--- config.mk ---
export PLATFORM = sky130hd
export DESIGN_NAME = playback_scheduler
export DESIGN_NICKNAME = d
export VERILOG_FILES = /design/src/rtl/playback_pkg.sv /design/src/rtl/pow2_tick_gen.sv /design/src/rtl/playback_scheduler.sv
export SDC_FILE = /design/constraint.sdc
export NUM_CORES = 1
export LEC_CHECK = 0
export ABC_AREA = 1
export CAP_MARGIN = 20
export CORE_MARGIN = 4
export CORE_UTILIZATION = 35
export DETAILED_ROUTE_END_ITERATION = 10
export GPL_TIMING_DRIVEN = 1
export PLACE_DENSITY_LB_ADDON = 0.05
export SETUP_SLACK_MARGIN = 0.15
export SLEW_MARGIN = 0
export SYNTH_ARGS = -nofsm -noshare
export SYNTH_HDL_FRONTEND = slang
export SYNTH_SLANG_ARGS = --single-unit
--- constraint.sdc ---
create_clock -name clk_in -period 2.14 [get_ports clk_in]
set_clock_uncertainty 0.15 [all_clocks]
set_input_delay 0.321 -clock clk_in [delete_from_list [all_inputs] [get_ports clk_in]]
set_output_delay 0.321 -clock clk_in [all_outputs]
set_load 0.005 [all_outputs]
--- src/rtl/playback_pkg.sv ---
// rtl/playback_pkg.sv - shared state encoding for the playback scheduler
package playback_pkg;

    localparam int STATE_W = 2;

    localparam logic [STATE_W-1:0] ST_IDLE  = 2'd0;
    localparam logic [STATE_W-1:0] ST_RUN   = 2'd1;
    localparam logic [STATE_W-1:0] ST_PAUSE = 2'd2;
    localparam logic [STATE_W-1:0] ST_DONE  = 2'd3;

endpackage

--- src/rtl/pow2_tick_gen.sv ---
// rtl/pow2_tick_gen.sv - gated power-of-two prescaler emitting one tick per 2^Power enabled cycles
module pow2_tick_gen #(
    parameter int Power = 4
) (
    input  logic clk_in,
    input  logic rst_n,
    input  logic clr,
    input  logic en,
    output logic tick
);

    logic [Power-1:0] count_q;
    logic [Power-1:0] count_d;

    // clear wins over enable; the all-ones count wraps to zero by natural overflow
    always_comb begin
        count_d = count_q;
        if (clr) begin
            count_d = '0;
        end else if (en) begin
            count_d = count_q + 1'b1;
        end
    end

    // prescaler register
    always_ff @(posedge clk_in or negedge rst_n) begin
        if (!rst_n) begin
            count_q <= '0;
        end else begin
            count_q <= count_d;
        end
    end

    assign tick = en && (count_q == {Power{1'b1}});

endmodule

--- src/rtl/playback_scheduler.sv ---
// rtl/playback_scheduler.sv - frame playback FSM; define LOOP_PLAYBACK_EN to loop playback until stop
module playback_scheduler
    import playback_pkg::*;
#(
    parameter int Power      = 4,
    parameter int FrameDiv   = 3,
    parameter int FrameCount = 6572,
    parameter int FrameWidth = 13
) (
    input  logic                  clk_in,
    input  logic                  rst_n,
    input  logic                  start,
    input  logic                  pause,
    input  logic                  stop,
    output logic                  busy,
    output logic                  paused,
    output logic                  frame_tick,
    output logic [FrameWidth-1:0] frame_index,
    output logic                  done
);

    localparam int SubW = (FrameDiv > 1) ? $clog2(FrameDiv) : 1;
    localparam logic [SubW-1:0]       SUB_LAST = SubW'(FrameDiv - 1);
    localparam logic [FrameWidth-1:0] IDX_LAST = FrameWidth'(FrameCount - 1);

    logic [STATE_W-1:0]    state_q, state_d;
    logic [SubW-1:0]       subdiv_q, subdiv_d;
    logic [FrameWidth-1:0] frame_index_q, frame_index_d;
    logic                  busy_q, busy_d;
    logic                  paused_q, paused_d;
    logic                  frame_tick_q, frame_tick_d;
    logic                  done_q, done_d;

    logic run_active;
    logic presc_en;
    logic presc_clr;
    logic tick;
    logic boundary;

    // timing only advances in RUN/PAUSE on cycles where neither stop nor pause is sampled
    assign run_active = (state_q == ST_RUN) || (state_q == ST_PAUSE);
    assign presc_en   = run_active && !stop && !pause;
    assign presc_clr  = (state_q == ST_IDLE) || stop;
    assign boundary   = tick && (subdiv_q == SUB_LAST);

    pow2_tick_gen #(
        .Power(Power)
    ) u_tick_gen (
        .clk_in(clk_in),
        .rst_n (rst_n),
        .clr   (presc_clr),
        .en    (presc_en),
        .tick  (tick)
    );

    // ticks-per-frame counter, wrapping on each frame boundary
    always_comb begin
        subdiv_d = subdiv_q;
        if (presc_clr) begin
            subdiv_d = '0;
        end else if (tick) begin
            subdiv_d = boundary ? '0 : subdiv_q + 1'b1;
        end
    end

    // control FSM with stop > pause > start priority, frame indexing and output pulses
    always_comb begin
        state_d       = state_q;
        frame_index_d = frame_index_q;
        frame_tick_d  = 1'b0;
        done_d        = 1'b0;
        case (state_q)
            ST_IDLE: begin
                if (!stop && !pause && start) begin
                    state_d       = ST_RUN;
                    frame_index_d = '0;
                    frame_tick_d  = 1'b1;
                end
            end
            ST_RUN, ST_PAUSE: begin
                if (stop) begin
                    state_d = ST_IDLE;
                end else if (pause) begin
                    state_d = ST_PAUSE;
                end else begin
                    state_d = ST_RUN;
                    if (boundary) begin
                        if (frame_index_q < IDX_LAST) begin
                            frame_index_d = frame_index_q + 1'b1;
                            frame_tick_d  = 1'b1;
                        end else begin
`ifdef LOOP_PLAYBACK_EN
                            frame_index_d = '0;
                            frame_tick_d  = 1'b1;
                            done_d        = 1'b1;
`else
                            state_d       = ST_DONE;
                            done_d        = 1'b1;
`endif
                        end
                    end
                end
            end
            ST_DONE: begin
                state_d = ST_IDLE;
            end
            default: begin
                state_d = ST_IDLE;
            end
        endcase
        busy_d   = (state_d == ST_RUN) || (state_d == ST_PAUSE);
        paused_d = (state_d == ST_PAUSE);
    end

    // state and registered outputs
    always_ff @(posedge clk_in or negedge rst_n) begin
        if (!rst_n) begin
            state_q       <= ST_IDLE;
            subdiv_q      <= '0;
            frame_index_q <= '0;
            busy_q        <= 1'b0;
            paused_q      <= 1'b0;
            frame_tick_q  <= 1'b0;
            done_q        <= 1'b0;
        end else begin
            state_q       <= state_d;
            subdiv_q      <= subdiv_d;
            frame_index_q <= frame_index_d;
            busy_q        <= busy_d;
            paused_q      <= paused_d;
            frame_tick_q  <= frame_tick_d;
            done_q        <= done_d;
        end
    end

    assign busy        = busy_q;
    assign paused      = paused_q;
    assign frame_tick  = frame_tick_q;
    assign frame_index = frame_index_q;
    assign done        = done_q;

endmodule

==> summary.md <==
| Metric | Value |
|---|---|
| Die W | 75.2 µm |
| GR Overflow Total | 0 |
| Crit-path max FO | 6 |
| DR pass1 iterations | 4 |
| Clock Latency Late Sink | around 0.27 ns |
| Mean number of vias per cell | 4.57 |
| FF-to-FF Start | state_q[1]$_DFF_PN0_ |
| Worst Setup SP | state_q[1]$_DFF_PN0_ |
| Worst Tran Pin Value | about 0.4 ns |
| PD cells | between 800 and 900 mW/mm² |
| Vias in the first global route | ~1300 |
| Syn Inst Count | 223 |
| CP Class | reg2reg |
| Dpl hpwl | 2650 µm |
| Std cell rows | 24 |
| Final hold vios | 0 |
| Synth Warn # | 0 |
| Pleak | 0.946 nW |
| Drt total wl | around 3500 µm |
| CP Launch Type | flip-flop |
| Resized cells post-CTS | 0 |
| Synth area leaders | dfrtp_1, nand2_1, nand3_1, nor2_1, inv_1 |
| Number of H-tree levels | 1 |
| Sequential fraction of the synthesis area | between 30% and 40% |
| Worst setup EP type | flip-flop |
| I/O Buffers | 21 |
| Area fraction of the dominant cell type after synthesis | 39.6% |
| Total power | 1.65 mW |
| Worst slack, placed | 0.122 ns |
| Min Tclk post-route | 1.86 ns |
| TritonCTS Buffers | 3 |
| First-pass GRT wire length | 6220 µm |
| Final setup violation count | 0 |
| Clock sinks | 25 |
| Period utilisation layout | between 80% and 90% |
| Antenna violations before repair | 0 |
| GRT Total Usage | 14.2% |
| Area growth syn-to-layout | 22.4% |
| Outcome | finished, final reports clean |
| CP required | 2.20 ns |
| Avg Inst Size Synth | 7.09 µm² |
| CTS tree | yes |
| RSZ-0062 raised after global routing | yes |
| Core Box Area | 0.00435 mm² |
| Post-Syn Area | 0.00158 mm² |
| CTS clock-pin slew for the worst setup and hold paths | 0.09 ns |
| Max Fclk | 539 MHz |
| Antenna diodes | 0 |
| Post-DR wirelength/cell | roughly 12 µm |
| Hold Crit Class | in2async |
| Fin. max-slew vios | 0 |
| Cell variety after synth | 22 |
| Post-synth top area cell | dfrtp_1 |
| Die H | roughly 75 µm |
| Via Count | approximately 1400 |
| Top-Level Pins | 22 |
| Fin nets | 263 |
| Post-CTS setup buffers | 0 |
| Die ar. | 0.00566 mm² |
| Gpl congestion | roughly 0.81 |
| Layout cells sized above 1 | 9.92% |
| Setup TNS | 0 ns |
| Final worst slack | approximately 0.28 ns |
| Clk buf depth | 2 |
| Max_cap viols | 0 |
| Mapped Nets | 233 |
| Clk root buf | clkbuf_8 |
| Worst ir drop on vdd | ~510 µV |
| DRC violation total after the first TritonRoute iteration | 39 |
| Worst hold slack | 0.266 ns |
| Routed Antenna Nets | 0 |
| Pin count of the biggest net entering global routing | 26 |
| Yosys reg bits | 25 |
| Max_slew headroom | 73.4% |
| CP arrival | around 1.9 ns |
| DRC Markers | 0 |
| FILL cells | 449 |
| Initial core utilization | 36.3% |
| Hold_buf cts | 0 |
-- cell families (layout without fill, tap and decap cells) --
group	count (synthesis)	count (layout)	share of synthesized area, %
buf+inv	32	61	8.62
compound gates	14	14	5.14
xor+xnor	4	4	2.21
flops	25	25	39.6
fa+ha+maj	5	5	3.96
simple gates	143	143	40.5
-- where the power goes --
| part | switching, mW | leakage [nW] | internal [mW] |
|---|---|---|---|
| Sequential | 0.0618 | 0.343 | 0.535 |
| Combinational | 0.481 | 0.580 | 0.290 |
| Clock | 0.153 | 0.0228 | 0.133 |
-- flip-flops by register name, indices dropped and copies added, names as in the netlist --
name and cells:
paused 1, subdiv_q 2, u_tick_gen.count_q 4, frame_tick 1, frame_index 13, done 1
busy 1, state_q 2
-- final timing paths --
| check | endpoint | slack [ns] | depth (start not counted) |
|---|---|---|---|
| max | busy$_DFF_PN0_ | 0.28 | 10 |
| min | frame_index[8]$_DFFE_PN0P_ | 0.27 | 2 |
| max reg2reg | busy$_DFF_PN0_ | 0.28 | 10 |
| min reg2reg | u_tick_gen.count_q[3]$_DFFE_PN0P_ | 0.33 | 1 |
| max in group asynchronous | state_q[1]$_DFF_PN0_ | 1.33 | 2 |
| min in group clk_in | u_tick_gen.count_q[3]$_DFFE_PN0P_ | 0.33 | 1 |
-- stage by stage --
step | std cells | instance area [µm²] | utilization, %
after CTS | 304 | 1930 | 44.3
after floorplan | 223 | 1580 | -
final | 304 | 1940 | 44.5
after global placement | 300 | 1890 | 43.3
after detailed placement | 300 | 1890 | 43.3
after global routing | 304 | 1940 | 44.5
-- layer usage --
layer / up-vias / track usage, % / wire length [µm]
li1: 754 / - / -
met1: 622 / 18.6 / 1620
met2: 12 / 24.9 / 1800
met3: 2 / 2.00 / 83
met4: 0 / 2.91 / 14
met5: - / 0 / 0
-- worst max-delay path, stage by stage (launching register included) --
cell and delay, ns:
dfrtp_1 0.37, inv_1 0.06, ha_2 0.42, nand2_4 0.07, nor3_4 0.16, nand2_1 0.09, nand2_1 0.06, nand3_1 0.08
nand2_1 0.07, ha_1 0.21, inv_1 0.05
-- synth_stat cells (all sizes together) --
cell / count
nor2: 34
o21a: 1
a21oi: 6
o21ai: 6
o22ai: 1
ha: 5
nand4: 4
buf: 3
nand2: 77
dfrtp: 25
clkbuf: 1
nor3: 1
nand3: 25
xor2: 4
inv: 28
nor3b: 2
-- final cells by class --
type | instances | area, µm² | area share (%)
timing repair buffer | 29 | 270 | 14.0
inverter | 28 | 105 | 5.43
tap | 52 | 65.1 | 3.36
sequential | 25 | 626 | 32.3
multi-input combinational | 166 | 825 | 42.6
clock buffer | 4 | 45.0 | 2.33
-- cell usage in the layout (no fill, tap or decap), types with 2 or more instances in the layout --
| cell type | Yosys | final |
|---|---|---|
| a21oi_1 | 6 | 6 |
| buf_4 | 0 | 8 |
| clkbuf_8 | 0 | 3 |
| clkdlybuf4s50_1 | 0 | 21 |
| dfrtp_1 | 25 | 25 |
| ha_1 | 5 | 4 |
| inv_1 | 28 | 28 |
| nand2_1 | 70 | 70 |
| nand2_2 | 4 | 4 |
| nand2_4 | 3 | 3 |
| nand3_1 | 24 | 24 |
| nand4_1 | 4 | 4 |
| nor2_1 | 32 | 31 |
| nor2_2 | 2 | 3 |
| nor3b_1 | 2 | 2 |
| o21ai_0 | 5 | 5 |
| xor2_1 | 4 | 4 |
(Power assumes the default switching activity.)
